File: src/rtl/ysyx_22040125_mem_arb.sv
// ysyx_22040125_mem_arb: single-outstanding arbiter sharing one memory port between IF and MEM requesters
// Ports: clk/rst (async active-high); i_if_* / o_if_* fetch side; i_mem_* / o_mem_* load/store side;
//        o_bus_* / i_bus_* downstream valid/ready request with response strobe; o_busy = not idle.
// Optional: define YSYX_22040125_ARB_RR_EN for two-way round-robin on ties (default: MEM wins ties).
module ysyx_22040125_mem_arb #(
  parameter int ADDR_W = 32,
  parameter int DATA_W = 64
) (
  input  logic                clk,
  input  logic                rst,
  input  logic                i_if_req,
  input  logic [ADDR_W-1:0]   i_if_addr,
  output logic                o_if_gnt,
  output logic                o_if_rvalid,
  output logic [DATA_W-1:0]   o_if_rdata,
  input  logic                i_mem_req,
  input  logic                i_mem_wen,
  input  logic [ADDR_W-1:0]   i_mem_addr,
  input  logic [DATA_W-1:0]   i_mem_wdata,
  input  logic [DATA_W/8-1:0] i_mem_wmask,
  output logic                o_mem_gnt,
  output logic                o_mem_rvalid,
  output logic [DATA_W-1:0]   o_mem_rdata,
  output logic                o_bus_valid,
  input  logic                i_bus_ready,
  output logic                o_bus_wen,
  output logic [ADDR_W-1:0]   o_bus_addr,
  output logic [DATA_W-1:0]   o_bus_wdata,
  output logic [DATA_W/8-1:0] o_bus_wmask,
  input  logic                i_bus_rvalid,
  input  logic [DATA_W-1:0]   i_bus_rdata,
  output logic                o_busy
);
  typedef enum logic [1:0] {IDLE, REQ, RESP} state_t;
  state_t r_state, w_next;
  logic                r_owner_mem;
  logic                r_wen;
  logic [ADDR_W-1:0]   r_addr;
  logic [DATA_W-1:0]   r_wdata;
  logic [DATA_W/8-1:0] r_wmask;
  logic                r_if_rvalid, r_mem_rvalid;
  logic [DATA_W-1:0]   r_if_rdata, r_mem_rdata;
  logic                w_pick_mem, w_gnt, w_done;
`ifdef YSYX_22040125_ARB_RR_EN
  logic r_last_mem;
  // On a tie, serve whoever was not served last; reset state means IF wins the first tie.
  assign w_pick_mem = i_mem_req & (~i_if_req | ~r_last_mem);
  always_ff @(posedge clk or posedge rst)
    if (rst) r_last_mem <= 1'b1;
    else if (w_gnt) r_last_mem <= o_mem_gnt;
`else
  assign w_pick_mem = i_mem_req;
`endif
  always_ff @(posedge clk or posedge rst)
    if (rst) r_state <= IDLE;
    else r_state <= w_next;
  always_comb begin
    w_next    = r_state;
    o_if_gnt  = 1'b0;
    o_mem_gnt = 1'b0;
    case (r_state)
      IDLE: begin
        o_mem_gnt = w_pick_mem;
        o_if_gnt  = i_if_req & ~w_pick_mem;
        w_next    = (i_if_req | i_mem_req) ? REQ : IDLE;
      end
      REQ:     w_next = i_bus_ready ? RESP : REQ;
      RESP:    w_next = i_bus_rvalid ? IDLE : RESP;
      default: w_next = IDLE;
    endcase
  end
  assign w_gnt  = o_if_gnt | o_mem_gnt;
  assign w_done = (r_state == RESP) & i_bus_rvalid;
  always_ff @(posedge clk or posedge rst)
    if (rst) begin
      r_owner_mem  <= 1'b1;
      r_wen        <= 1'b0;
      r_addr       <= '0;
      r_wdata      <= '0;
      r_wmask      <= '0;
      r_if_rvalid  <= 1'b0;
      r_mem_rvalid <= 1'b0;
      r_if_rdata   <= '0;
      r_mem_rdata  <= '0;
    end else begin
      if (w_gnt) begin
        r_owner_mem <= o_mem_gnt;
        r_wen       <= o_mem_gnt & i_mem_wen;
        r_addr      <= o_mem_gnt ? i_mem_addr : i_if_addr;
        r_wdata     <= o_mem_gnt ? i_mem_wdata : '0;
        r_wmask     <= (o_mem_gnt & i_mem_wen) ? i_mem_wmask : '0;
      end
      r_if_rvalid  <= w_done & ~r_owner_mem;
      r_mem_rvalid <= w_done & r_owner_mem;
      if (w_done & ~r_owner_mem) r_if_rdata <= i_bus_rdata;
      // Stores return no data, so the load-data register is cleared for them.
      if (w_done & r_owner_mem) r_mem_rdata <= r_wen ? '0 : i_bus_rdata;
    end
  assign o_bus_valid  = (r_state == REQ);
  assign o_busy       = (r_state != IDLE);
  assign o_bus_wen    = r_wen;
  assign o_bus_addr   = r_addr;
  assign o_bus_wdata  = r_wdata;
  assign o_bus_wmask  = r_wmask;
  assign o_if_rvalid  = r_if_rvalid;
  assign o_if_rdata   = r_if_rdata;
  assign o_mem_rvalid = r_mem_rvalid;
  assign o_mem_rdata  = r_mem_rdata;
endmodule

File: config.mk
export PLATFORM = sky130hd
export DESIGN_NAME = ysyx_22040125_mem_arb
export DESIGN_NICKNAME = d
export VERILOG_FILES = /design/src/rtl/ysyx_22040125_mem_arb.sv
export SDC_FILE = /design/constraint.sdc
export NUM_CORES = 1
export LEC_CHECK = 0
export CAP_MARGIN = 10
export CORE_AREA = 2 2 171 173
export CTS_CLUSTER_SIZE = 40
export DETAILED_ROUTE_END_ITERATION = 10
export DIE_AREA = 0 0 173 175
export PLACE_DENSITY = 0.73
export SLEW_MARGIN = 25
export SYNTH_ARGS = -nofsm -noshare
export SYNTH_HDL_FRONTEND = slang
export SYNTH_SLANG_ARGS = --single-unit
File: constraint.sdc
create_clock -name clk -period 13.25 [get_ports clk]
set_input_delay 2.65 -clock clk [delete_from_list [all_inputs] [get_ports clk]]
set_output_delay 2.65 -clock clk [all_outputs]
set_load 0.03 [all_outputs]
# Yosys cells after proc, flatten, opt, wreduce, memory -nomap -nowiden
# Cells that the tools add are included.
# totals
register_bits,238
elab_cells,33
# classes
bitwise,9
n_eq_ne,2
muxes,10
reduce_logical,2
# ops
operator,n
two-way mux 64 bit,2
two-way mux 32 bit,1
two-way mux 8 bit,1
one-hot mux 2 bit (3 select lines),1
bitwise AND 1 bit,5
two-way mux 2 bit,2
two-way mux 1 bit,3
== test 2 x 1 -> 1 bit (second input constant),1
== test 2 bit (second input constant),1
zero test 2 bit,1
inverter 1 bit,2
bitwise OR 1 bit,2
nonzero test 2 bit,1

# Logic depth before layout (Yosys ltp)
# Gate-level depths: netlist (run 1).
# logic_depth
ltp_word,4
depth_mapped,6
mapped_depth_nobuf,3

# Worst setup path after synthesis (run 1)
# No wires, ideal clock.
# synth_path
path_type,input-to-output
startpoint,input port i_mem_req
endpoint,output port o_mem_gnt
path_slack_ps,7122
arrival_time_ps,3478
t_required_ps,10600
cell_stages,3
path_cell_list,buf_4 nor3b_2 clkbuf_1
# synth_between
elab_chain_cells,1
# synth_lines
item,line_no,source
start: declaration,16,"input logic i_mem_req,"
two-way mux 1 bit,61,case (r_state)
end: declaration,21,"output logic o_mem_gnt,"
# No other way between the ends.

# Worst setup path in the final report (run 1)
# Same ends and word-level chain as after synthesis.

==> results of run 1 <==
state kept, by name, summed over array words and instances (netlist names), 2 cells and up:
| name | cells |
|---|---|
| o_bus_addr | 32 |
| o_bus_wdata | 64 |
| o_bus_wmask | 8 |
| o_if_rdata | 64 |
| o_mem_rdata | 64 |
| r_state | 2 |
power groups by stage:
stage	sequential [mW]	clock (mW)	combinational, mW
floorplan	1.92	0	0.554
global placement	1.26	0	2.12
detailed placement	1.27	0	2.14
CTS	1.26	0.713	2.15
global route	1.30	0.740	2.22
finish	1.26	0.692	2.12
cell type report:
type	count	area, µm²
Clock buffer	39	709.4
Fill cell	2448	13280
Tap cell	384	480.5
Inverter	4	22.52
Sequential cell	238	5958
Clock inverter	5	86.33
Timing Repair Buffer	454	4524
Multi-Input combinational cell	406	3336
kinds of logic after synthesis:
family,count (synthesis),synth area share
flops,238,0.6209
compound gates,141,0.1030
simple gates,137,0.07342
mux,128,0.1694
buf+inv,55,0.03325
worst paths after layout:
kind	cells past startpoint	slack, ns	from	end
worst min-delay path	2	0.48	o_mem_rdata[20]	o_mem_rdata[20]
worst max register to register	4	10.90	r_state[1]	o_bus_addr[8]
worst max-delay path	4	6.44	i_mem_req	o_mem_gnt
worst min register to register	2	0.48	o_mem_rdata[20]	o_mem_rdata[20]
max in group asynchronous	3	9.22	rst	o_mem_rdata[22]
min in group asynchronous	2	2.64	rst	o_bus_wdata[16]
cell usage in the layout, fill, tap and decap left out, types with 2 or more instances in the layout:
master / n
clkbuf_16: 26
clkdlybuf4s50_1: 444
a21o_1: 2
inv_1: 2
bufinv_16: 2
mux2_1: 38
mux2_2: 41
o21ai_1: 65
nand2_1: 65
buf_6: 2
nor2_1: 2
clkbuf_1: 12
nand2b_1: 65
dfrtp_1: 236
mux2_4: 49
clkinv_2: 2
buf_4: 7
a22o_1: 73
worst min-delay path, stage by stage, from the launching register on:
cell and delay, ns:
dfrtp_1 0.34, nand2_1 0.05, o21ai_1 0.06
through the flow:
stage	hold slack (ns)	cells	power, mW	area [µm²]	setup WS [ns]
after global placement	0.4664	1486	3.375	14310	6.423
after CTS	0.4874	1530	4.123	15110	6.420
after detailed placement	0.4740	1486	3.410	14320	6.421
after floorplan	0.4984	699	2.469	9594	4.070
final	0.4811	1530	4.078	15120	6.443
after global routing	0.5041	1530	4.266	15120	6.362
per-layer routing:
metal  vias to the layer above  share of wire
met3                        55           0.10
met1                      3453           0.37
li1                       3315              -
met2                       315           0.50
met5                         -        0.00093
met4                         4          0.024
==> results.yml, run 1 <==
power_and_ir_drop:
  power.internal_mw: 2.420
  seq_power_share: 0.309
  p_leak_nw: 6.508
  pwr-share-comb: 0.521
  p_switching_mw: 1.658
  ir_drop_mv: 0.1248
  power_density_mw_per_mm2: 269.7
  p_sw_frac: 0.4066
  clkPwrFrac: 0.170
grt:
  grt_use_total: 0.1865
  met3_usage: 0.07376
  grt_use_met1: 0.2081
  busiest_layer: "met2"
  grt_max_degree: 101
  antenna_found_initial: 3
  grt_pass1_vias: 7400
  grt_pass1_wl_mm: 44.36
  grtUsageMet2: 0.3303
  grt-ovfl-total: 0
clock_tree:
  cts_buffers: 26
  cts.hold.buffers_added: 0
  cts_tree: "done"
  cts_resized: 0
  cts_max_path_buffers: 3
  cts_setup_buffers: 0
  cts.htree.levels: 1
  path_clk_slew_ns: 0.05
  clock_sinks: 238
  root_buffer: "clkbuf_16"
  clk_latency_ns: 0.54
worst_setup_path:
  crit_type: "in2out"
  cpLargestDelayFamily: "buffers and inverters"
  cp-start-kind: "input port"
  crit_arrival_ns: 4.16
  critPathMaxFanout: 35
  max_stage_delay_ns: 0.73
  crit_path_end_kind: "primary output"
  slowest_stage: "clkdlybuf4s50_1"
  worstPathRequired_ns: 10.60
  crit_buf_inv: 3
  path_cells: "buf_2 > buf_4 > nor3b_4 > clkdlybuf4s50_1"
sta:
  hold_viol: 0
  tns_ns: 0
  report.final.slew_viol_count: 0
  slew_headroom: 0.3600
  setup_viol: 0
  fmax_mhz: 146.9
  period_needed_ns: 6.807
  fin_worst_skew_ns: 0.01729
  rsz0062_at_grt: "no"
  post-route-period-util: 0.5137
  max_slew.worst_pin.slew_ns: 0.9599
synthesis:
  yosys-top-cells-count: "237 x dfrtp_1, 73 x a22o_1, 65 x nand2_1, 65 x nand2b_1, 65 x o21ai_1"
  synth-async-reset-ratio: 1.000
  yosysMostFrequentCell: "dfrtp_1"
  synth_area_mm2: 0.009594
  syn_inst: 699
  synth_edf_count: 0
  synth_area_leader_cell: "dfrtp_1"
  synth_area_leaders: "dfrtp_1 62%, mux2_4 7.7%, a22o_1 6.7%"
  yosysUniqueCellTypes: 24
  synth-seq-area-share: 0.6209
  yosys_register_bits: 238
  yosys_most_used_dff: "dfrtp_1"
  syn_avg_cell_area_um2: 13.73
  syn_nets: 906
  yosysTopAreaCellShare: 0.6182
  yosys_warnings: 0
drt:
  drtPass1Iterations: 4
  num_vias: 7142
  drc: 0
  wl_mm: 29.11
  drtIter0Drc: 300
  viasPerCell: 4.668
  routedWlPerCell_um: 19.03
  antenna_left: 0
die:
  die_h_um: 175
  initial_core_util: 0.3379
  core_mm2: 0.02839
  num_rows: 62
  io_pins: 446
  die_area_mm2: 0.03028
  dieWidth_um: 173
outcome:
  status: "finished, final reports clean"
job:
  max-cap-violations: 0
placed_design:
  place_congestion: 0.8134
  port_buffers: 445
  dp_hpwl_mm: 20.93
final_layout:
  area_growth_pct: 57.56
  layout-drive-gt1-share: 0.1222
  fin_nets: 1337
  antenna_cells: 0
  final_core_util: 0.5324
min_path:
  min_path_type: "reg2reg"
Power figures use the tool's default switching activity.
==> inputs of run 2 (changes only) <==
Clock period 13.25 ns to 6.4 ns, I/O delays scaled along.
==> run 2 against run 1 <==
Compared with the run above:
- worst setup slack got worse by 4.2 ns
- combinational power rose by 110%
- sequential share of layout area fell by 0.23 points
- worst hold slack barely moved
- flip-flop and latch count did not move
- sequential power rose by 110%
- global-route usage rose by 0.10 points
- critical path type unchanged
- critical endpoint is now o_if_gnt
- largest cell class unchanged
- highest routed layer unchanged
==> results.yml, run 2 (synthesis results as in run 1) <==
grt:
  grt_pass1_vias: 7491
  grt-ovfl-total: 0
  grt_max_degree: 131
  antenna_found_initial: 2
  grt_use_total: 0.1876
  grt_pass1_wl_mm: 44.48
worst_setup_path:
  critPathMaxFanout: 2
  crit_arrival_ns: 2.83
  worstPathRequired_ns: 5.12
  cpLargestDelayFamily: "buffers and inverters"
  path_cells: "clkdlybuf4s50_1 > nand2_1 > nor2_1 > clkdlybuf4s50_1"
  crit_path_end_kind: "primary output"
  path_depth: 4
  crit_buf_inv: 2
  cpMostUsedCell: "clkdlybuf4s50_1"
  ff2ff_path_depth: 3
  cp-start-kind: "input port"
  slowest_stage: "clkdlybuf4s50_1"
  crit_type: "in2out"
  max_stage_delay_ns: 0.71
power_and_ir_drop:
  p_leak_nw: 6.555
  seq_power_share: 0.307
  p_sw_frac: 0.4047
  pwr-share-comb: 0.519
  power.internal_mw: 5.062
  power_density_mw_per_mm2: 559.4
  p_switching_mw: 3.442
  clkPwrFrac: 0.174
  fin_total_pwr_mw: 8.504
  ir_drop_mv: 0.2730
clock_tree:
  cts_setup_buffers: 0
  cts_max_path_buffers: 3
  clock_sinks: 238
  cts_resized: 0
  root_buffer: "clkbuf_16"
  cts_buffers: 27
  cts_tree: "done"
  clk_latency_ns: 0.53
  cts.hold.buffers_added: 0
  path_clk_slew_ns: 0.05
  cts.htree.levels: 1
sta:
  setup_viol: 0
  hold_viol: 0
  slew_headroom: 0.4103
  rsz0062_at_grt: "no"
  fmax_mhz: 243.3
  post-route-period-util: 0.6422
  fin_ws_ns: 2.290
  report.final.slew_viol_count: 0
  tns_ns: 0
  max_slew.worst_pin.slew_ns: 0.8846
  period_needed_ns: 4.110
  fin_worst_skew_ns: 0.007474
drt:
  drtIter0Drc: 352
  top_layer: "met5"
  wl_mm: 29.15
  routedWlPerCell_um: 19.03
  viasPerCell: 4.709
  wl_met2_mm: 14.43
  drtPass1Iterations: 4
  drt-met1-wl_mm: 10.89
  num_vias: 7214
  antenna_left: 0
  met3WireLength_mm: 2.695
  drc: 0
final_layout:
  layout-drive-gt1-share: 0.1298
  antenna_cells: 0
  postLayoutCellArea_mm2: 0.01520
  area_growth_pct: 58.45
  multiInputGateArea_mm2: 0.003336
  mostFrequentLayoutCells: "444 x clkdlybuf4s50_1, 237 x dfrtp_1, 73 x a22o_1"
  fin_nets: 1341
  final_core_util: 0.5354
  n_fill_cell: 2430
  seq_area_mm2: 0.005957
  layout_commonest_cell: "clkdlybuf4s50_1"
placed_design:
  port_buffers: 445
  dp_hpwl_mm: 21.31
  placed_cell_area_mm2: 0.01436
  place_congestion: 0.8181
  dpl_worst_slack_ns: 2.258
die:
  io_pins: 446
  dieWidth_um: 173
  die_area_mm2: 0.03028
  initial_core_util: 0.3379
  die_h_um: 175
  core_mm2: 0.02839
  num_rows: 62
min_path:
  min_path_type: "reg2reg"
  hold_depth: 2
job:
  max-cap-violations: 0
outcome:
  status: "finished, final reports clean"
run 2: worst paths after layout:
| kind | from | to | slack (ns) |
|---|---|---|---|
| max reg2reg | r_state[0] | o_if_rdata[24] | 3.88 |
| min | o_mem_rdata[47] | o_mem_rdata[47] | 0.48 |
| max | i_if_req | o_if_gnt | 2.29 |
| min reg2reg | o_mem_rdata[47] | o_mem_rdata[47] | 0.48 |
| min in group asynchronous | rst | o_bus_wmask[7] | 1.33 |
| max in group asynchronous | rst | o_bus_wdata[48] | 3.78 |
run 2: routing by layer:
metal | global-route usage | vias to the layer above
li1 | - | 3310
met5 | 0 | -
met1 | 0.2110 | 3502
met4 | 0.07309 | 4
met3 | 0.06723 | 63
met2 | 0.3255 | 335
run 2: stage by stage:
step / instances / hold slack, ns
final: 1532 / 0.4814
after detailed placement: 1489 / 0.4737
after floorplan: 699 / 0.4984
after global routing: 1532 / 0.5076
after CTS: 1532 / 0.4868
after global placement: 1488 / 0.4665
run 2: worst reg2reg max path, stage by stage, from the launching register on:
cell	delay, ns
dfrtp_1	0.49
and4bb_4	0.92
buf_4	0.59
mux2_1	0.40
run 2: power groups by stage:
stage / Clock (mW) / Sequential, mW / Combinational [mW]
2_1_floorplan: 0 / 3.97 / 1.15
5_1_grt: 1.59 / 2.71 / 4.61
3_5_place_dp: 0 / 2.64 / 4.45
4_1_cts: 1.52 / 2.62 / 4.46
6_report: 1.48 / 2.61 / 4.41
3_3_place_gp: 0 / 2.61 / 4.38
run 2: layout make-up:
cell class	count	area share
Clock inverter	6	0.004280
Tap cell	384	0.03160
Inverter	4	0.001235
Sequential cell	238	0.3919
Multi-Input combinational cell	406	0.2194
Timing Repair Buffer	457	0.3007
Clock buffer	37	0.05086
==> inputs of run 3 (changes only) <==
Clock period 6.4 ns to 4.3 ns, I/O delays scaled along.
==> run 3 against run 2 <==
Compared with the run above:
- sequential share of layout area is essentially flat
- clock power grew 51%
- first-iteration DRC count grew 7.1%
- utilization is essentially flat
- worst setup slack lost 1.2 ns
- worst hold slack is essentially flat
- via count shrank 0.43%
- critical endpoint unchanged
==> results.yml, run 3 (synthesis results as in run 1) <==
clock_tree:
  root_buffer: "clkbuf_16"
  path_clk_slew_ns: 0.06
  cts.hold.buffers_added: 0
  cts_buffers: 26
  clock_sinks: 238
  clk_latency_ns: 0.53
  cts_tree: "done"
  cts.htree.levels: 1
  cts_max_path_buffers: 3
  cts_setup_buffers: 0
  cts_resized: 0
worst_setup_path:
  path_cells: "clkdlybuf4s50_1 > nand2_1 > nor2_1 > clkdlybuf4s50_1"
  cpMostUsedCell: "clkdlybuf4s50_1"
  crit_buf_inv: 2
  slowest_stage: "clkdlybuf4s50_1"
  crit_path_end_kind: "primary output"
  max_stage_delay_ns: 0.73
  cp-start-kind: "input port"
  cpLargestDelayFamily: "buffers and inverters"
  crit_type: "in2out"
  critPathMaxFanout: 2
  crit_arrival_ns: 2.32
  worstPathRequired_ns: 3.44
placed_design:
  place_congestion: 0.8368
  dp_hpwl_mm: 21.14
  placed_cell_area_mm2: 0.01436
  port_buffers: 445
grt:
  antenna_found_initial: 2
  grt_max_degree: 116
  grt_pass1_vias: 7456
  grt_pass1_wl_mm: 45.03
  grt_use_total: 0.1903
  grt-ovfl-total: 0
die:
  dieWidth_um: 173
  die_area_mm2: 0.03028
  core_mm2: 0.02839
  io_pins: 446
  initial_core_util: 0.3379
  die_h_um: 175
  num_rows: 62
final_layout:
  multiInputGateArea_mm2: 0.003336
  mostFrequentLayoutCells: "444 x clkdlybuf4s50_1, 237 x dfrtp_1, 73 x a22o_1"
  postLayoutCellArea_mm2: 0.01521
  area_growth_pct: 58.56
  seq_area_mm2: 0.005957
  fin_nets: 1337
  layout_commonest_cell: "clkdlybuf4s50_1"
  antenna_cells: 0
  layout-drive-gt1-share: 0.1264
  n_fill_cell: 2439
drt:
  wl_mm: 29.42
  antenna_left: 0
  drc: 0
  routedWlPerCell_um: 19.22
  drtPass1Iterations: 4
  num_vias: 7183
  drtIter0Drc: 377
  viasPerCell: 4.692
sta:
  setup_viol: 0
  report.final.slew_viol_count: 0
  tns_ns: 0
  fin_worst_skew_ns: 0.01813
  max_slew.worst_pin.slew_ns: 0.7298
  period_needed_ns: 3.178
  fmax_mhz: 314.7
  rsz0062_at_grt: "no"
  post-route-period-util: 0.7390
  slew_headroom: 0.5134
  hold_viol: 0
  holdWs_ns: 0.4816
power_and_ir_drop:
  power_density_mw_per_mm2: 834.8
  ir_drop_mv: 0.4303
  p_leak_nw: 6.546
  fin_total_pwr_mw: 12.70
outcome:
  status: "finished, final reports clean"
job:
  max-cap-violations: 0
min_path:
  min_path_type: "reg2reg"
run 3: cell types whose count changed in the layout (fill, tap and decap cells not counted), sizes merged:
cell | before | now
buf | 13 | 10
bufinv | 1 | 2
clkbuf | 37 | 38
clkinv | 3 | 2
clkinvlp | 2 | 3
run 3: path summary, 6_finish.rpt:
kind / start / to / slack, ns / cells after the start
min reg2reg: o_mem_rdata[15] / o_mem_rdata[15] / 0.48 / 2
max in group asynchronous: rst / o_if_rdata[40] / 2.41 / 3
min in group asynchronous: rst / o_bus_wmask[0] / 0.80 / 2
max: i_if_req / o_if_gnt / 1.12 / 4
min: o_mem_rdata[15] / o_mem_rdata[15] / 0.48 / 2
max reg2reg: r_state[0] / o_if_rdata[21] / 2.15 / 3
run 3: metrics by stage:
stage                     utilization  std cells  worst slack, ns
final                          0.5358       1531            1.122
after global routing           0.5358       1531            1.072
after floorplan                     -        699           0.3210
after global placement         0.5057       1486            1.083
after detailed placement       0.5057       1486            1.084
after CTS                      0.5358       1531            1.082
run 3: routing by layer:
layer | vias up | part of all wire | GRT usage
met5 | - | 0.0011 | 0
met4 | 4 | 0.041 | 0.08121
met3 | 68 | 0.086 | 0.05962
met2 | 324 | 0.49 | 0.3225
met1 | 3489 | 0.38 | 0.2233
li1 | 3298 | - | -
run 3: layout make-up:
class,instances,area share
timing repair buffer,454,0.3002
sequential,238,0.3916
tap,384,0.03158
inverter,4,0.001234
multi-input combinational,406,0.2193
clock inverter,7,0.006333
clock buffer,38,0.04976
run 3: worst reg2reg max path, cell delays in order (launching register included):
cell and delay, ns:
dfrtp_1 0.48, and4bb_4 0.80, buf_12 0.36, mux2_1 0.39
run 3: where the power goes:
part	switching, mW	internal (mW)	total (mW)
Combinational	3.63	2.92	6.55
Sequential	0.610	3.29	3.90
Clock	0.907	1.34	2.24
Total	5.15	7.55	12.7
